### src/rtl/wide_ram_reader_pkg.sv
// Shared types and constants for the wide RAM reader: FSM encoding and the
// lane geometry used to serialise one wide RAM word into output beats.
package wide_ram_reader_pkg;

    typedef enum logic [1:0] {
        IDLE  = 2'd0,
        FETCH = 2'd1,
        DRAIN = 2'd2,
        DONE  = 2'd3
    } state_t;

    // Beats per wide word; DATA_WIDTH must equal LANES * OUT_WIDTH.
    localparam int LANES      = 8;
    localparam int LANE_IDX_W = $clog2(LANES);

endpackage

### src/rtl/wide_ram_reader_word_fifo2.sv
// Two-entry word FIFO holding wide RAM words between capture and
// serialisation. Push and pop in the same cycle keep occupancy unchanged.
module word_fifo2 #(
    parameter int WIDTH = 128
) (
    input  logic             clock,
    input  logic             reset,
    input  logic             push,
    input  logic [WIDTH-1:0] pushData,
    input  logic             pop,
    output logic [WIDTH-1:0] head,
    output logic             full,
    output logic             empty,
    output logic [1:0]       count
);

    logic [WIDTH-1:0] mem_r [2];
    logic             wrPtr_r;
    logic             rdPtr_r;
    logic [1:0]       count_r;
    logic             pushEn_s;
    logic             popEn_s;

    // Qualify push/pop against occupancy; a push into a full FIFO is only
    // allowed when the head leaves in the same cycle.
    always_comb begin
        popEn_s  = pop && (count_r != 2'd0);
        pushEn_s = push && ((count_r != 2'd2) || popEn_s);
    end

    // Storage, pointers and occupancy.
    always_ff @(posedge clock) begin
        if (reset) begin
            mem_r[0] <= '0;
            mem_r[1] <= '0;
            wrPtr_r  <= 1'b0;
            rdPtr_r  <= 1'b0;
            count_r  <= 2'd0;
        end else begin
            if (pushEn_s) begin
                mem_r[wrPtr_r] <= pushData;
                wrPtr_r        <= ~wrPtr_r;
            end
            if (popEn_s) begin
                rdPtr_r <= ~rdPtr_r;
            end
            case ({pushEn_s, popEn_s})
                2'b10:   count_r <= count_r + 2'd1;
                2'b01:   count_r <= count_r - 2'd1;
                default: count_r <= count_r;
            endcase
        end
    end

    assign head  = mem_r[rdPtr_r];
    assign full  = (count_r == 2'd2);
    assign empty = (count_r == 2'd0);
    assign count = count_r;

endmodule

### src/rtl/wide_ram_reader.sv
// Read-side master for the wide RAM port: fetches a run of wide words and
// streams them out lane 0 first as narrow beats over valid/ready.
module wide_ram_reader
    import wide_ram_reader_pkg::*;
#(
    parameter int ADDR_WIDTH = 12,
    parameter int OUT_WIDTH  = 16,
    parameter int DATA_WIDTH = LANES * OUT_WIDTH
) (
    input  logic                  clock,
    input  logic                  reset,
    input  logic                  io_start,
    input  logic [ADDR_WIDTH-1:0] io_startAddr,
    input  logic [ADDR_WIDTH-1:0] io_count,
    output logic                  io_busy,
    output logic                  io_done,
    output logic                  io_ram_rd,
    output logic [ADDR_WIDTH-1:0] io_ram_addr,
    input  logic [DATA_WIDTH-1:0] io_ram_dout,
    output logic                  io_out_valid,
    input  logic                  io_out_ready,
    output logic [OUT_WIDTH-1:0]  io_out_bits
);

    localparam logic [ADDR_WIDTH-1:0] addrOne  = {{(ADDR_WIDTH-1){1'b0}}, 1'b1};
    localparam logic [LANE_IDX_W-1:0] lastLane = LANE_IDX_W'(LANES - 1);

    state_t                  state_r;
    state_t                  nextState_s;
    logic                    busy_r;
    logic                    done_r;
    logic                    ramRd_r;
    logic                    capture_r;
    logic [ADDR_WIDTH-1:0]   ramAddr_r;
    logic [ADDR_WIDTH-1:0]   nextAddr_r;
    logic [ADDR_WIDTH-1:0]   readsLeft_r;
    logic [ADDR_WIDTH-1:0]   wordsLeft_r;
    logic [LANE_IDX_W-1:0]   lane_r;
    logic                    issue_s;
    logic                    startAccept_s;
    logic                    beat_s;
    logic                    pop_s;
    logic [2:0]              credit_s;
    logic [DATA_WIDTH-1:0]   fifoHead_s;
    logic                    fifoFull_s;
    logic                    fifoEmpty_s;
    logic [1:0]              fifoCount_s;
    logic [OUT_WIDTH-1:0]    lanes_s [LANES];

    // Words returned by the RAM are pushed the cycle after the read strobe.
    word_fifo2 #(.WIDTH(DATA_WIDTH)) uFifo (
        .clock    (clock),
        .reset    (reset),
        .push     (capture_r),
        .pushData (io_ram_dout),
        .pop      (pop_s),
        .head     (fifoHead_s),
        .full     (fifoFull_s),
        .empty    (fifoEmpty_s),
        .count    (fifoCount_s)
    );

    for (genvar g = 0; g < LANES; g++) begin : gLane
        assign lanes_s[g] = fifoHead_s[g*OUT_WIDTH +: OUT_WIDTH];
    end

    // Next state, read issue and beat handshake decode. Reads are only
    // issued while buffered plus in-flight words stay below two, counting
    // both the strobe in progress and the word being captured this cycle.
    always_comb begin
        nextState_s   = state_r;
        issue_s       = 1'b0;
        startAccept_s = 1'b0;
        beat_s        = (!fifoEmpty_s) && io_out_ready;
        pop_s         = beat_s && (lane_r == lastLane);
        credit_s      = {1'b0, fifoCount_s} + {2'b00, ramRd_r} + {2'b00, capture_r};
        case (state_r)
            IDLE, DONE: begin
                if (io_start) begin
                    startAccept_s = 1'b1;
                    if (io_count != '0) begin
                        issue_s     = 1'b1;
                        nextState_s = FETCH;
                    end else begin
                        nextState_s = DONE;
                    end
                end else begin
                    nextState_s = IDLE;
                end
            end
            FETCH: begin
                if (readsLeft_r == '0) begin
                    nextState_s = DRAIN;
                end else if ((credit_s < 3'd2) && !fifoFull_s) begin
                    issue_s = 1'b1;
                end else begin
                    issue_s = 1'b0;
                end
            end
            DRAIN: begin
                if (pop_s && (wordsLeft_r == addrOne)) begin
                    nextState_s = DONE;
                end else begin
                    nextState_s = DRAIN;
                end
            end
            default: begin
                nextState_s = IDLE;
            end
        endcase
    end

    // State register plus registered busy/done status decoded from it.
    always_ff @(posedge clock) begin
        if (reset) begin
            state_r <= IDLE;
            busy_r  <= 1'b0;
            done_r  <= 1'b0;
        end else begin
            state_r <= nextState_s;
            busy_r  <= (nextState_s == FETCH) || (nextState_s == DRAIN);
            done_r  <= (nextState_s == DONE);
        end
    end

    // Read strobe/address, remaining-work counters and the lane counter.
    always_ff @(posedge clock) begin
        if (reset) begin
            ramRd_r     <= 1'b0;
            capture_r   <= 1'b0;
            ramAddr_r   <= '0;
            nextAddr_r  <= '0;
            readsLeft_r <= '0;
            wordsLeft_r <= '0;
            lane_r      <= '0;
        end else begin
            ramRd_r   <= issue_s;
            capture_r <= ramRd_r;
            if (issue_s) begin
                if (startAccept_s) begin
                    ramAddr_r   <= io_startAddr;
                    nextAddr_r  <= io_startAddr + addrOne;
                    readsLeft_r <= io_count - addrOne;
                end else begin
                    ramAddr_r   <= nextAddr_r;
                    nextAddr_r  <= nextAddr_r + addrOne;
                    readsLeft_r <= readsLeft_r - addrOne;
                end
            end
            if (startAccept_s) begin
                wordsLeft_r <= io_count;
            end else if (pop_s) begin
                wordsLeft_r <= wordsLeft_r - addrOne;
            end
            if (beat_s) begin
                lane_r <= (lane_r == lastLane) ? '0 : lane_r + 1'b1;
            end
        end
    end

    assign io_busy      = busy_r;
    assign io_done      = done_r;
    assign io_ram_rd    = ramRd_r;
    assign io_ram_addr  = ramAddr_r;
    assign io_out_valid = !fifoEmpty_s;
    assign io_out_bits  = lanes_s[lane_r];

endmodule

### config.mk
export PLATFORM = sky130hd
export DESIGN_NAME = wide_ram_reader
export DESIGN_NICKNAME = d
export VERILOG_FILES = /design/src/rtl/wide_ram_reader_pkg.sv /design/src/rtl/wide_ram_reader_word_fifo2.sv /design/src/rtl/wide_ram_reader.sv
export SDC_FILE = /design/constraint.sdc
export NUM_CORES = 1
export LEC_CHECK = 0
export ABC_AREA = 1
export CORE_AREA = 2 2 188 171
export CTS_BUF_LIST = sky130_fd_sc_hd__clkbuf_4 sky130_fd_sc_hd__clkbuf_8 sky130_fd_sc_hd__clkbuf_16
export DETAILED_ROUTE_END_ITERATION = 8
export DIE_AREA = 0 0 190 173
export HOLD_SLACK_MARGIN = 0.15
export PLACE_DENSITY = 0.75
export SYNTH_ARGS = -nofsm -noshare
export SYNTH_HDL_FRONTEND = slang
export SYNTH_SLANG_ARGS = --single-unit
### constraint.sdc
create_clock -name clock -period 5.3 [get_ports clock]
set_input_delay 1.06 -clock clock [delete_from_list [all_inputs] [get_ports clock]]
set_output_delay 1.06 -clock clock [all_outputs]
set_load 0.005 [all_outputs]
==> flow_summary.toml <==
[global_routing]
grt_max_degree = 112
grt_use_total_pct = 24.5
overflow = 0
grt_pass1_vias = 11935
grt_antenna_before_repair = 1
grt_pass1_wl_microns = 63700

[routing]
wl_microns = 40900
drc_errors = 0
ant_nets = 0
dr_total_vias = 12429
dr.first_iter.drc_count = 1285
drt-pass1-iter-count = 5
via_per_inst = 5.46
post_drt_wl_per_cell_microns = 18.0

[worst_setup_path]
crit_chain = "clkinv_2 -> buf_12 -> o21ai_0 -> o221ai_1 -> o211ai_1 -> nand2_1 -> clkdlybuf4s50_1"
cp-end-kind = "output pin"
cp_slowest_stage_delay_ps = 740
worstSetupPathType = "flop to output pin"
slowest_stage = "dfxtp_4"
required_ps = 4240
cp-start-kind = "flop"
worstPathArrival_ps = 3520
cp_max_fo = 96

[yosys]
syn-num-nets = 1870
synth_edf_count = 256
ys_ff_latch = 318
ys_seq_area_share_pct = 58.5
synthFlopType = "edfxtp_1"
synth_cells = 1703
synth_area_sq_mm = 0.0153
synth_area_per_cell_sq_um = 8.96
synth_warnings = 0
synthArstFlopShare_pct = 0
synth_cell_type_count = 33

[timing]
slew_headroom_pct = 26.3
slew_violations = 0
setup_viol = 0
min_period_ps = 4580
max_freq_mhz = 219
fin_crit_sh_pct = 86.3
fin_setup_tns_ps = 0
worst_pin_slew_ps = 1100
worst_clock_skew_ps = 22.6
hold_violations = 0
rsz0062_at_grt = "no"

[clocking]
cts_made_buffers = 34
cts_root_buf = "clkbuf_16"
clock_path_buffers = 3
h-tree-depth = 2
clock_latency_ps = 520
clkTransAtPathRegs_ps = 60
cts_hold_buf = 0
cts_tree = "yes"
ctsResizeCount = 0
clock-sinks = 318
post_cts_buffers = 0

[placed_design]
io_buffers = 187
hpwl_microns = 26500
place_congestion = 0.844

[layout]
num-nets-final = 2007
layout-drive-gt1-share_pct = 5.36
utilization_pct = 59.7
layout_common_cells = "nor2_1, edfxtp_1, inv_1, nand2_1, clkdlybuf4s50_1"
area_delta_synth_final_pct = 20.3
layout_commonest_cell = "nor2_1"

[power]
p_per_area_mw_per_mm2 = 321
p_leak_uw = 0.00777
vdd_ir_drop_max_uv = 218

[die]
rows = 61
initial_core_util_pct = 49.6
die_h_microns = 173
core-area_sq_mm = 0.0308
dieArea_sq_mm = 0.0329
die_x_microns = 190
ios = 188

[run_status]
outcome = "finished clean"

[hold_path]
worstHoldPathType = "flop to flop"

[run]
maxCapViolCount = 0
==> critical path, delay by kind of cell (launching register included) <==
kind / cells / cell delay [ps]
buffers and inverters: 3 / 1380
DFF: 1 / 740
AOI/OAI and AO/OA: 3 / 690
and+or+nand+nor: 1 / 100
==> registers in the layout (all words and copies together), names as in the netlist, 2 cells and up, named ones only <==
register     count
uFifo.mem_r    256
io_ram_addr     12
lane_r           3
state_r          2
wordsLeft_r     12
uFifo.count      2
nextAddr_r      12
readsLeft_r     12
==> cell type report <==
class	count	area, sq um
fillers	2568	12400
flip-flops and latches	318	8930
multi-input cells	1074	5000
repair buffers	204	2040
clock buffers	53	1020
inverters	208	782
well taps	409	512
clock inverters	9	58.8
diodes	1	2.50
==> Yosys cell counts (3+ instances only) <==
| library cell | instances | area, sq um |
|---|---|---|
| nand3_1 | 71 | 355 |
| clkbuf_1 | 56 | 210 |
| buf_2 | 19 | 95.1 |
| ha_1 | 11 | 138 |
| buf_6 | 21 | 236 |
| a21oi_1 | 34 | 170 |
| nand4_1 | 3 | 18.8 |
| nor3_1 | 3 | 15.0 |
| inv_1 | 205 | 769 |
| o21ai_0 | 158 | 791 |
| nor2_2 | 10 | 62.6 |
| o22ai_1 | 20 | 125 |
| buf_1 | 3 | 11.3 |
| o211ai_1 | 21 | 158 |
| o221ai_1 | 45 | 394 |
| dfxtp_1 | 62 | 1240 |
| a31oi_1 | 4 | 25.0 |
| xor2_1 | 7 | 61.3 |
| edfxtp_1 | 256 | 7690 |
| xnor2_1 | 3 | 26.3 |
| nand2_1 | 208 | 781 |
| nor2_1 | 466 | 1750 |
| buf_4 | 4 | 30.0 |
==> stage by stage <==
| step | power [uW] | instance area (sq um) | setup WS (ps) | instances | hold slack [ps] |
|---|---|---|---|---|---|
| 2_1_floorplan | 3320 | 15300 | 219 | 1703 | 433 |
| 3_5_place_dp | 3640 | 17300 | 1340 | 2213 | 430 |
| 5_1_grt | 6100 | 18400 | 541 | 2275 | 469 |
| 3_3_place_gp | 3620 | 17300 | 1400 | 2213 | 425 |
| 4_1_cts | 5910 | 18400 | 779 | 2275 | 441 |
| 6_report | 5890 | 18400 | 724 | 2276 | 435 |
==> report_power, final <==
group / internal, uW / total, uW / leakage, uW / switching (uW)
Clock: 1340 / 2290 / 0.000549 / 954
Sequential: 2830 / 2890 / 0.00317 / 56.1
Combinational: 287 / 707 / 0.00406 / 420
==> layer usage <==
| metal | global-route usage (%) | wire (microns) | up-vias |
|---|---|---|---|
| met4 | 7.17 | 1010 | 0 |
| met3 | 6.72 | 4200 | 78 |
| li1 | - | - | 5910 |
| met5 | 0 | 0 | - |
| met1 | 32.7 | 16800 | 5840 |
| met2 | 39.3 | 19000 | 601 |
==> worst paths after layout <==
| check | start | endpoint | slack (ps) | cells after the start |
|---|---|---|---|---|
| worst min register to register | io_ram_rd$_SDFF_PP0_ | capture_r$_SDFF_PP0_ | 430 | 2 |
| worst max-delay path | flop | io_out_bits[3] | 720 | 7 |
| worst max register to register | lane_r[0]$_SDFFE_PP0P_ | uFifo.mem_r[1][96]$_SDFFCE_PN0P_ | 1650 | 10 |
| worst min-delay path | io_ram_rd$_SDFF_PP0_ | capture_r$_SDFF_PP0_ | 430 | 2 |
==> cell families (layout without fill, tap and decap cells) <==
logic type / after synthesis / after routing / share of synthesized area, %
xor gates and xnor gates: 10 / 10 / 0.574
adders and majority gates: 11 / 11 / 0.902
DFF: 318 / 318 / 58.5
buffers and inverters: 311 / 474 / 8.94
and+or+nand+nor: 767 / 767 / 19.9
AOI/OAI and AO/OA: 286 / 286 / 11.2
other: 0 / 1 / 0
No activity file was read; power rests on OpenSTA's default activity.
